File: src/rtl/lin_pkg.sv
// lin_pkg: shared LIN receiver types, sync byte constant, PID parity and classic checksum helpers
package lin_pkg;
  typedef enum logic [2:0] {
    S_IDLE,
    S_BREAK,
    S_DELIM,
    S_SYNC,
    S_PID,
    S_DATA,
    S_CHK
  } lin_rx_state_t;
  localparam logic [7:0] SYNC_BYTE = 8'h55;
  function automatic logic [1:0] lin_pid_parity(input logic [5:0] id);
    return {~(id[1] ^ id[3] ^ id[4] ^ id[5]), id[0] ^ id[1] ^ id[2] ^ id[4]};
  endfunction
  function automatic logic [8:0] lin_cks_add(input logic [8:0] sum, input logic [7:0] b);
    return {1'b0, sum[7:0]} + {1'b0, b} + {8'd0, sum[8]};
  endfunction
endpackage

File: src/rtl/lin_uart_rx_byte.sv
// lin_uart_rx_byte: start/8 data/stop sampler; in sys_clk rst start_en sdi_sync, out rx_byte byte_valid stop_err bit_cnt (0 = waiting for start edge)
module lin_uart_rx_byte #(
  parameter int CLKS_PER_BIT = 5208
) (
  input  logic       sys_clk,
  input  logic       rst,
  input  logic       start_en,
  input  logic       sdi_sync,
  output logic [7:0] rx_byte,
  output logic       byte_valid,
  output logic       stop_err,
  output logic [3:0] bit_cnt
);
  localparam int CW = $clog2(CLKS_PER_BIT);
  logic [CW-1:0] cnt;
  logic prev, tick, at_stop;
  assign tick = bit_cnt != 4'd0 && cnt == '0;
  assign at_stop = tick && bit_cnt == 4'd10;
  assign byte_valid = at_stop && sdi_sync;
  assign stop_err = at_stop && !sdi_sync;
  always_ff @(posedge sys_clk) begin
    if (rst) begin
      prev <= 1'b1;
      rx_byte <= '0;
      bit_cnt <= '0;
      cnt <= '0;
    end else begin
      prev <= sdi_sync;
      if (!start_en) begin
        bit_cnt <= '0;
        cnt <= '0;
      end else if (bit_cnt == 4'd0) begin
        if (prev && !sdi_sync) begin
          bit_cnt <= 4'd1;
          cnt <= CW'(CLKS_PER_BIT / 2 - 1);
        end
      end else if (cnt != '0) begin
        cnt <= cnt - CW'(1);
      end else begin
        cnt <= CW'(CLKS_PER_BIT - 1);
        bit_cnt <= (bit_cnt == 4'd10 || (bit_cnt == 4'd1 && sdi_sync)) ? 4'd0 : bit_cnt + 4'd1;
        if (bit_cnt >= 4'd2 && bit_cnt <= 4'd9) rx_byte <= {sdi_sync, rx_byte[7:1]};
      end
    end
  end
endmodule

File: src/rtl/lin_frame_rx.sv
// lin_frame_rx: LIN frame receiver; in sys_clk rst sdi, out pid data checksum, pulses hdr_valid frame_valid sync_err parity_err chk_err frame_err timeout_err, busy
module lin_frame_rx
  import lin_pkg::*;
#(
  parameter int CLKS_PER_BIT = 5208,
  parameter int BREAK_BITS   = 13,
  parameter int TIMEOUT_BITS = 14
) (
  input  logic        sys_clk,
  input  logic        rst,
  input  logic        sdi,
  output logic [5:0]  pid,
  output logic [63:0] data,
  output logic [7:0]  checksum,
  output logic        hdr_valid,
  output logic        frame_valid,
  output logic        busy,
  output logic        sync_err,
  output logic        parity_err,
  output logic        chk_err,
  output logic        frame_err,
  output logic        timeout_err
);
  localparam int BRK_TH = BREAK_BITS * CLKS_PER_BIT;
  localparam int TO_TH = TIMEOUT_BITS * CLKS_PER_BIT;
  localparam int BW = $clog2(BRK_TH + 1);
  localparam int TW = $clog2(TO_TH + 1);
  lin_rx_state_t state;
  logic sdi_meta, sdi_sync, sdi_prev;
  logic [BW-1:0] brk_cnt;
  logic [TW-1:0] to_cnt;
  logic [8:0] acc;
  logic [2:0] idx;
  logic [5:0] pid_sh;
  logic [63:0] data_sh;
  logic [7:0] rx_byte;
  logic [3:0] rx_bit;
  logic byte_valid, stop_err, fall, in_frame, start_en, to_run, brk_hit, to_hit;
  assign fall = sdi_prev & ~sdi_sync;
  assign in_frame = state inside {S_SYNC, S_PID, S_DATA, S_CHK};
  assign start_en = in_frame || state == S_DELIM;
  assign to_run = start_en && rx_bit == 4'd0 && !fall;
  assign brk_hit = !sdi_sync && brk_cnt == BW'(BRK_TH - 1) && state != S_BREAK;
  assign to_hit = to_run && to_cnt == TW'(TO_TH - 1);
  assign busy = state != S_IDLE;
  lin_uart_rx_byte #(.CLKS_PER_BIT(CLKS_PER_BIT)) u_byte (
    .sys_clk   (sys_clk),
    .rst       (rst),
    .start_en  (start_en),
    .sdi_sync  (sdi_sync),
    .rx_byte   (rx_byte),
    .byte_valid(byte_valid),
    .stop_err  (stop_err),
    .bit_cnt   (rx_bit)
  );
  always_ff @(posedge sys_clk) begin
    if (rst) begin
      state <= S_IDLE;
      sdi_meta <= 1'b1;
      sdi_sync <= 1'b1;
      sdi_prev <= 1'b1;
      brk_cnt <= '0;
      to_cnt <= '0;
      acc <= '0;
      idx <= '0;
      pid_sh <= '0;
      data_sh <= '0;
      pid <= '0;
      data <= '0;
      checksum <= '0;
      {hdr_valid, frame_valid, sync_err, parity_err, chk_err, frame_err, timeout_err} <= '0;
    end else begin
      sdi_meta <= sdi;
      sdi_sync <= sdi_meta;
      sdi_prev <= sdi_sync;
      brk_cnt <= sdi_sync ? '0 : brk_cnt + BW'(brk_cnt != BW'(BRK_TH));
      to_cnt <= to_run ? to_cnt + TW'(1) : '0;
      {hdr_valid, frame_valid, sync_err, parity_err, chk_err, frame_err, timeout_err} <= '0;
      if (brk_hit) begin
        frame_err <= in_frame;
        state <= S_BREAK;
      end else if (to_hit) begin
        timeout_err <= 1'b1;
        state <= S_IDLE;
      end else if (stop_err) begin
        frame_err <= 1'b1;
        state <= S_IDLE;
      end else begin
        case (state)
          S_BREAK: if (sdi_sync) state <= S_DELIM;
          S_DELIM: if (fall) state <= S_SYNC;
          S_SYNC: if (byte_valid) begin
            sync_err <= rx_byte != SYNC_BYTE;
            state <= rx_byte == SYNC_BYTE ? S_PID : S_IDLE;
          end
          S_PID: if (byte_valid) begin
            if (lin_pid_parity(rx_byte[5:0]) == rx_byte[7:6]) begin
              hdr_valid <= 1'b1;
              pid_sh <= rx_byte[5:0];
              acc <= '0;
              idx <= '0;
              state <= S_DATA;
            end else begin
              parity_err <= 1'b1;
              state <= S_IDLE;
            end
          end
          S_DATA: if (byte_valid) begin
            data_sh[{idx, 3'd0} +: 8] <= rx_byte;
            acc <= lin_cks_add(acc, rx_byte);
            idx <= idx + 3'd1;
            if (idx == 3'd7) state <= S_CHK;
          end
          S_CHK: if (byte_valid) begin
            if (rx_byte == ~acc[7:0]) begin
              pid <= pid_sh;
              data <= data_sh;
              checksum <= rx_byte;
              frame_valid <= 1'b1;
            end else begin
              chk_err <= 1'b1;
            end
            state <= S_IDLE;
          end
          default: ;
        endcase
      end
    end
  end
endmodule

File: config.mk
export PLATFORM = sky130hd
export DESIGN_NAME = lin_frame_rx
export DESIGN_NICKNAME = d
export VERILOG_FILES = /design/src/rtl/lin_pkg.sv /design/src/rtl/lin_uart_rx_byte.sv /design/src/rtl/lin_frame_rx.sv
export SDC_FILE = /design/constraint.sdc
export NUM_CORES = 1
export LEC_CHECK = 0
export BUFFER_PORTS_ARGS = -buffer_cell sky130_fd_sc_hd__clkbuf_2
export CORE_AREA = 2 2 222 115
export CTS_CLUSTER_SIZE = 40
export DETAILED_ROUTE_END_ITERATION = 8
export DIE_AREA = 0 0 224 117
export SLEW_MARGIN = 20
export SYNTH_ARGS = -nofsm -noshare
export SYNTH_HDL_FRONTEND = slang
export SYNTH_SLANG_ARGS = --single-unit
File: constraint.sdc
create_clock -name sys_clk -period 3.2 [get_ports sys_clk]
set_input_delay 0.32 -clock sys_clk [delete_from_list [all_inputs] [get_ports sys_clk]]
set_output_delay 0.32 -clock sys_clk [all_outputs]
set_load 0.005 [all_outputs]
# == After elaboration in Yosys (flattened, before gate mapping) ==
# Cells that the tools add are included.
# W data, S select, Z words.
# op_classes
addsub,8
multipliers,0
div,0
order_cmp,2
n_eq_ne,34
shifts,2
muxes,37
n_bitwise,21
reduce_logical,41
# ops
op,count
$bwmux W64,1
$shift A8 B8 Y64 const A,1
$shiftx A8 B8 Y64,1
$mux W13,3
$mux W3,12
$eq A17 B17 Y1 const B,2
$ne A5 B5 Y1 const B,6
$mux W9,3
$pmux W3 S6,1
$pmux W9 S2,1
$reduce_or A6 Y1,3
$add A17 B1 Y17,1
$add A17 B1 Y17 const B,1
$ne A17 B17 Y1 const B,1
$mux W4,4
$reduce_and A8 Y1,2
$ne A2 B2 Y1 const B,7
$logic_not A13 Y1,1
$not A1 Y1,13
$reduce_bool A13 Y1,1
$sub A13 B1 Y13 const B,1
$eq A3 B3 Y1 const B,4
$logic_and A1 B1 Y1,12
$reduce_and A6 Y1,2
37 further kinds,61
# word_totals
ff_bits,232
latch_bits,0
ram_bits,0
mem_bits_ro,0
inputBits,3
output_inout_bits,86
wordCells,169
mem_count,0

# == Longest topological paths before layout ==
# Gate-level depths: netlist of the first run.
# depth
word_depth,11
depth_mapped,11
depth_no_buf,10

# == Modules after synthesis ==
# From an unflattened synthesis of the first run, not the netlist that was laid out.
# unflattened
cells_unflattened,1205
hier_area_um2,10914.2
# modules_own_cells
module,n_inst,cells_per_inst,area_per_inst_um2,seq_area_each_um2
lin_frame_rx,1,1035,9409.0,4144.0
lin_uart_rx_byte,1,170,1505.2,520.5

# == Least setup slack after synthesis of the first run ==
# OpenSTA, ideal clock, no wires.
# synth_path
path_kind,flip-flop to flip-flop
start,register u_byte.cnt[0]
end,register data_sh[0]
setup_ps,128
t_arrival_ps,2534
required_ps,3072
setup_slack_ps,539
stages_incl_launch_ff,9
n_path_buf,0
period_less_slack_ps,2661
cell_sequence,dfxtp_1 inv_1 ha_1 or4b_2 or4_4 nor4_4 nand4_2 mux2i_1 nor2_1
# synth_via
elab_chain_len,6
word_cells_on_any_way,7
classes_between,bitwise: 1; reduce/logical: 6
# synth_rtl
element,line_no,source
from (decl),lin_uart_rx_byte.sv:15,logic [CW-1:0] cnt;
from (signal assigned),lin_uart_rx_byte.sv:35,cnt <= CW'(CLKS_PER_BIT / 2 - 1);
from (signal assigned),lin_uart_rx_byte.sv:38,cnt <= cnt - CW'(1);
from (signal assigned),lin_uart_rx_byte.sv:40,cnt <= CW'(CLKS_PER_BIT - 1);
$logic_not A13 Y1 (*),lin_uart_rx_byte.sv:17,assign tick = bit_cnt != 4'd0 && cnt == '0;
$logic_and A1 B1 Y1 (*),lin_uart_rx_byte.sv:17,
$logic_and A1 B1 Y1 (*),lin_uart_rx_byte.sv:18,assign at_stop = tick && bit_cnt == 4'd10;
$logic_and A1 B1 Y1,lin_uart_rx_byte.sv:20,assign stop_err = at_stop && !sdi_sync;
$not A1 Y1 (no source line),-,
$reduce_and A5 Y1 (no source line) (*),-,
"to (signal, indexed assignment)",lin_frame_rx.sv:109,"data_sh[{idx, 3'd0} +: 8] <= rx_byte;"
to (decl),lin_frame_rx.sv:35,logic [63:0] data_sh;
# Mark *: on every way between the ends. The rest lies on a longest branch, timed or not.
# A chain may end at the register's enable or synchronous reset.

# == Final worst setup path of the first run ==
# layout_path
start,register u_byte.cnt[1]
end,register data[10]
# layout_via
elab_chain_len,6
word_cells_on_any_way,7
classes_between,bitwise: 1; reduce/logical: 6
# layout_rtl
element,line_no,source
$logic_not A13 Y1 (*),lin_uart_rx_byte.sv:17,
$logic_and A1 B1 Y1 (*),lin_uart_rx_byte.sv:17,
$logic_and A1 B1 Y1 (*),lin_uart_rx_byte.sv:18,
$logic_and A1 B1 Y1,lin_uart_rx_byte.sv:20,
$not A1 Y1 (no source line),-,
$reduce_and A6 Y1 (no source line) (*),-,
to (signal assigned),lin_frame_rx.sv:117,data <= data_sh;
to (decl),lin_frame_rx.sv:13,"output logic [63:0] data,"
# Marks and branches as above.

==> results.toml, run 1 <==
[power]
p_switching_mw = 1.29
power.share.sequential_pct = 51.6
combPwrFrac_pct = 3.8
worst_ir_drop_vdd_v = 0.000284
swShare_pct = 22.8
cell_internal_pwr_mw = 4.36
powerDensity_mw_per_mm2 = 514
design_power_total_mw = 5.66
power.static_leakage_nw = 4.43
clockPowerShare_pct = 44.6

[cells_and_area]
fin_util_pct = 45.0
num-nets-final = 1224
antenna-diode-count = 0
layout-area-overhead-vs-synth_pct = 15.1
postLayoutCellArea_mm2 = 0.0110
layout-drive-gt1-share_pct = 13.3
fillers = 2380

[global_route]
grt_pass1_vias = 7023
initial_antenna_violation_count = 0
gr-usage-all-layers_pct = 17.9
global_route.overflow_total = 0
wire_length_of_the_first_global_routing_pass_um = 38000
pin_count_of_the_biggest_net_entering_global_routing = 84

[sta]
fmaxAchievable_mhz = 326
hold_viol_final = 0
maxSlewHeadroom_pct = 43.0
post_layout_minimum_cycle_time_ns = 3.06
finalCritPeriodShare_pct = 95.7
finClkSkew_ns = 0.0232
setup_slack_ns = 0.137
drv_slew = 0
report.final.setup_viol = 0
fin_setup_tns_ns = 0
rsz0062_at_grt = "false"
max_slew.worst_pin.slew_ns = 0.849

[detailed_routing]
drt_wl_total_um = 23600
routed-via-count = 7789
post-route-drc-count = 0
first_pass_iters = 5
drt_iter0_markers = 629
routed_wire_length_per_instance_um = 15.4
drt-vias-per-instance = 5.09
antenna_violating_nets_post_route = 0

[worst_setup_path]
critical_path_arrival_ns = 3.50
worst-path-max-fanout = 62
worst_path_dominant_cell_family = "simple AND/OR/NAND/NOR gates"
critical-path-max-stage-delay_ns = 0.69
critPathLaunchType = "register"
critical_path_required_ns = 3.63
timing.reg2reg.worst_path_depth = 9
timing.critical_path.cells = "inv_1, ha_1, or4b_2, or4_4, nor2_2, and3_2, buf_12, nand2_1, a21oi_1"
criticalPathCategory = "reg -> reg"
cp_slowest_cell = "sky130_fd_sc_hd__or4b_2"
cp.depth = 9
cp.buffers_inverters = 2
timing.critical_path.to_type = "register"

[yosys]
synth_cell_type_count = 60
synthesis.area_per_instance_um2 = 8.46
post_synth_inst_count = 1131
postSynth.topFlopCell = "sky130_fd_sc_hd__dfxtp_1"
synth_area_leaders = "sky130_fd_sc_hd__dfxtp_1, sky130_fd_sc_hd__nand2_1, sky130_fd_sc_hd__a21oi_1, sky130_fd_sc_hd__mux2i_1, sky130_fd_sc_hd__nor2_1"
netlist.top_cell.by_area = "sky130_fd_sc_hd__dfxtp_1"
synthesis.area_mm2 = 0.00957
synth-edff-count = 0
synth.ff_latch_count = 232
number_of_warnings_issued_by_yosys = 0
synth_nets = 1159
synth-seq-area-share_pct = 48.5
async_flop_share_pct = 0
synth.top_cell.area_share_pct = 48.5

[floorplan]
ioPinCount = 89
initial_core_util_pct = 39.1
standard_cell_row_count = 41
die_area_mm2 = 0.0262
die-height_um = 117
core-area_mm2 = 0.0245
fp.dieW_um = 224

[flow_run]
max_cap_viol = 0

[min_path]
hold_path_depth = 2
class_of_the_tightest_hold_or_removal_check = "in -> reg"

[clocking]
clkSlewWorstSetupHoldPaths_ns = 0.07
number_of_h_tree_levels = 1
cts_hold_repair.buffers = 0
setup_repair_bufs_after_cts = 0
cts-resized-gates = 0
cts_tree = "done"
tritoncts.num_buffers = 21
cts-root-buf = "sky130_fd_sc_hd__clkbuf_16"
cts_max_path_buffers = 3
clk-insertion-delay-late_ns = 0.52
cts.sink_count = 232

[placed_design]
placement.io_buffers = 88
placed_cell_area_mm2 = 0.0103
dpl_worst_slack_ns = 0.151
hpwl_um = 16200
globalplace.congestion = 0.887

[outcome]
run_status = "finished clean"
## area by class of cell
| class | count | area (um2) | share of cell area [%] |
|---|---|---|---|
| flip-flops and latches | 232 | 4640 | 42.2 |
| multi-input cells | 812 | 4590 | 41.7 |
| repair buffers | 109 | 626 | 5.68 |
| well taps | 322 | 403 | 3.66 |
| clock buffers | 26 | 554 | 5.03 |
| inverters | 20 | 75.1 | 0.682 |
| clock inverters | 10 | 119 | 1.08 |
## stage by stage
stage                     std cells  hold slack [ns]
after floorplan                1131            0.389
after global placement         1495            0.428
after detailed placement       1495            0.418
after CTS                      1531          0.00581
after global routing           1531          0.00810
final                          1531           0.0236
## per-layer routing
metal | vias to the layer above | part of all wire (%) | GRT usage (%)
met5 | - | 0 | 0
met4 | 0 | 1.1 | 3.02
met1 | 3653 | 56 | 28.9
met2 | 174 | 37 | 24.0
met3 | 22 | 5.2 | 3.64
li1 | 3940 | - | -
## flip-flops by register name (all words and copies together) (netlist names), 3 cells and up
name	cells
pid_sh	6
brk_cnt	17
idx	3
checksum	8
data	64
to_cnt	17
u_byte.rx_byte	8
u_byte.cnt	13
acc	9
data_sh	64
u_byte.bit_cnt	4
pid	6
state	3
## cells in the mapped netlist, drive strengths merged (19+ instances only)
library cell / instances
nor3: 19
mux2i: 47
nor2: 119
dfxtp: 232
inv: 20
clkbuf: 51
a21oi: 127
o21ai: 23
xor2: 25
nand2: 253
nand3: 23
ha: 23
## worst paths after layout
kind,startpoint,end,slack (ns)
max,u_byte.cnt[1],data[10],0.14
min,sdi,sdi_meta,0.02
max reg2reg,u_byte.cnt[1],data[10],0.14
min reg2reg,sdi_meta,sdi_sync,0.43
## placed cells by master (no fill, tap or decap), drive strengths merged, types with 23 or more instances in the layout
cell type,n
a21oi,127
clkbuf,113
dfxtp,232
ha,23
mux2i,47
nand2,253
nand3,23
nor2,119
o21ai,23
xor2,25
## kinds of logic (layout without fill, tap and decap cells)
| logic type | after synthesis | after routing | share of synthesized area [%] |
|---|---|---|---|
| flops | 232 | 232 | 48.5 |
| simple gates | 510 | 510 | 24.2 |
| fa+ha+maj | 25 | 25 | 3.43 |
| buf+inv | 87 | 165 | 3.84 |
| compound gates | 187 | 187 | 11.0 |
| mux | 48 | 48 | 5.03 |
| xor+xnor | 42 | 42 | 3.99 |
## power by group through the flow
stage / logic, mW / registers [mW] / clock network [mW]
6_report: 0.213 / 2.92 / 2.52
5_1_grt: 0.237 / 2.92 / 2.71
3_3_place_gp: 0.209 / 2.98 / 0
3_5_place_dp: 0.210 / 2.98 / 0
4_1_cts: 0.211 / 2.92 / 2.60
2_1_floorplan: 0.161 / 2.97 / 0
No activity file was read; power rests on OpenSTA's default activity.
==> inputs of run 2 (changes only) <==
- RECOVER_POWER: unset -> 100
==> results.toml, run 2 (same netlist as run 1, synthesis figures left out) <==
[sta]
post_layout_minimum_cycle_time_ns = 3.06
drv_slew = 0
fmaxAchievable_mhz = 327
hold_viol_final = 0
report.final.setup_viol = 0
max_slew.worst_pin.slew_ns = 1.03
finClkSkew_ns = 0.0230
rsz0062_at_grt = "false"
maxSlewHeadroom_pct = 31.0
fin_setup_tns_ns = 0
finalCritPeriodShare_pct = 95.6

[clocking]
cts.sink_count = 232
clkSlewWorstSetupHoldPaths_ns = 0.07
number_of_h_tree_levels = 1
cts_max_path_buffers = 3
cts_hold_repair.buffers = 0
clk-insertion-delay-late_ns = 0.52
setup_repair_bufs_after_cts = 0
cts-root-buf = "sky130_fd_sc_hd__clkbuf_16"
tritoncts.num_buffers = 21
cts_tree = "done"

[cells_and_area]
fin_util_pct = 44.5
num-nets-final = 1224
mostFrequentLayoutCell = "sky130_fd_sc_hd__nand2_1"
final-instance-count-excl-fill = 1531
antenna-diode-count = 0
final_cell_mix = "sky130_fd_sc_hd__nand2_1, sky130_fd_sc_hd__dfxtp_1, sky130_fd_sc_hd__a21oi_1, sky130_fd_sc_hd__nor2_1, sky130_fd_sc_hd__clkbuf_1"
layout-drive-gt1-share_pct = 6.95
fillers = 2416
layout-area-overhead-vs-synth_pct = 13.7
top_regs = "data: 64 flops, data_sh: 64 flops"
postLayoutCellArea_mm2 = 0.0109

[placed_design]
globalplace.congestion = 0.887
placed_cell_area_mm2 = 0.0103
dp_cells = 1495
hpwl_um = 16200
placement.io_buffers = 88

[detailed_routing]
first_pass_iters = 5
drt-vias-per-instance = 5.11
drt_iter0_markers = 683
antenna_violating_nets_post_route = 0
drt_wl_total_um = 23700
routed_wire_length_per_instance_um = 15.5
post-route-drc-count = 0
routed-via-count = 7821

[global_route]
gr-usage-all-layers_pct = 17.9
pin_count_of_the_biggest_net_entering_global_routing = 84
global_route.overflow_total = 0
grt_pass1_vias = 7023
wire_length_of_the_first_global_routing_pass_um = 38000
initial_antenna_violation_count = 0

[worst_setup_path]
critPathLaunchType = "register"
criticalPathCategory = "reg -> reg"
cp_slowest_cell = "sky130_fd_sc_hd__or4b_2"
critical_path_required_ns = 3.63
timing.critical_path.to_type = "register"
critical_path_arrival_ns = 3.49
critical-path-max-stage-delay_ns = 0.69
timing.critical_path.cells = "inv_1, ha_1, or4b_2, or4_4, nor2_2, and3_2, buf_12, nand2_1, a21oi_1"
worst-path-max-fanout = 62

[flow_run]
max_cap_viol = 0

[power]
power.static_leakage_nw = 4.16
worst_ir_drop_vdd_v = 0.000284
powerDensity_mw_per_mm2 = 520

[floorplan]
standard_cell_row_count = 41
die_area_mm2 = 0.0262
initial_core_util_pct = 39.1
core-area_mm2 = 0.0245
fp.dieW_um = 224
die-height_um = 117
ioPinCount = 89

[min_path]
class_of_the_tightest_hold_or_removal_check = "in -> reg"

[outcome]
run_status = "finished clean"
run 2: worst paths after layout:
check,from,endpoint,slack [ns],cells after the start
max,u_byte.cnt[1],data[10],0.14,9
min,sdi,sdi_meta,0.03,2
min reg2reg,sdi_meta,sdi_sync,0.43,1
max reg2reg,u_byte.cnt[1],data[10],0.14,9
run 2: timing repair:
action	CTS	global route
endpoints found under the setup margin	0	7
gates resized for setup	0	3
endpoints found under the hold margin	0	0
run 2: final cells by class:
class | count | area (um2) | area share, %
Clock buffer | 26 | 554 | 5.09
Clock inverter | 10 | 119 | 1.09
Inverter | 20 | 75.1 | 0.690
Multi-Input combinational cell | 812 | 4580 | 42.0
Sequential cell | 232 | 4640 | 42.7
Tap cell | 322 | 403 | 3.70
Timing Repair Buffer | 109 | 513 | 4.71
run 2: through the flow:
stage	hold slack, ns	power (mW)	worst slack (ns)
3_3_place_gp	0.428	3.19	0.251
3_5_place_dp	0.418	3.19	0.151
4_1_cts	0.00581	5.73	0.128
6_report	0.0257	5.66	0.141
2_1_floorplan	0.389	3.13	0.539
5_1_grt	0.00810	5.86	0.0116
run 2: power by group:
part,switching (mW),internal (mW)
clock network,1.12,1.41
registers,0.0205,2.90
logic,0.154,0.0545
run 2: layer usage:
layer | GRT usage, % | share of wire (%) | wire [um] | vias up
li1 | - | - | - | 3943
met1 | 28.9 | 55 | 13100 | 3653
met2 | 24.0 | 38 | 8930 | 203
met3 | 3.64 | 6.0 | 1420 | 22
met4 | 3.02 | 1.1 | 267 | 0
met5 | 0 | 0 | 0 | -
run 2: critical path: cells and delay by family, from the launching register on:
kind	cells	cell delay (ns)
AO/OA/AOI/OAI	1	0.16
adder cells (fa/ha/maj)	1	0.16
buffers and inverters	2	0.38
flip-flops	1	0.32
AND/OR/NAND/NOR	5	1.91
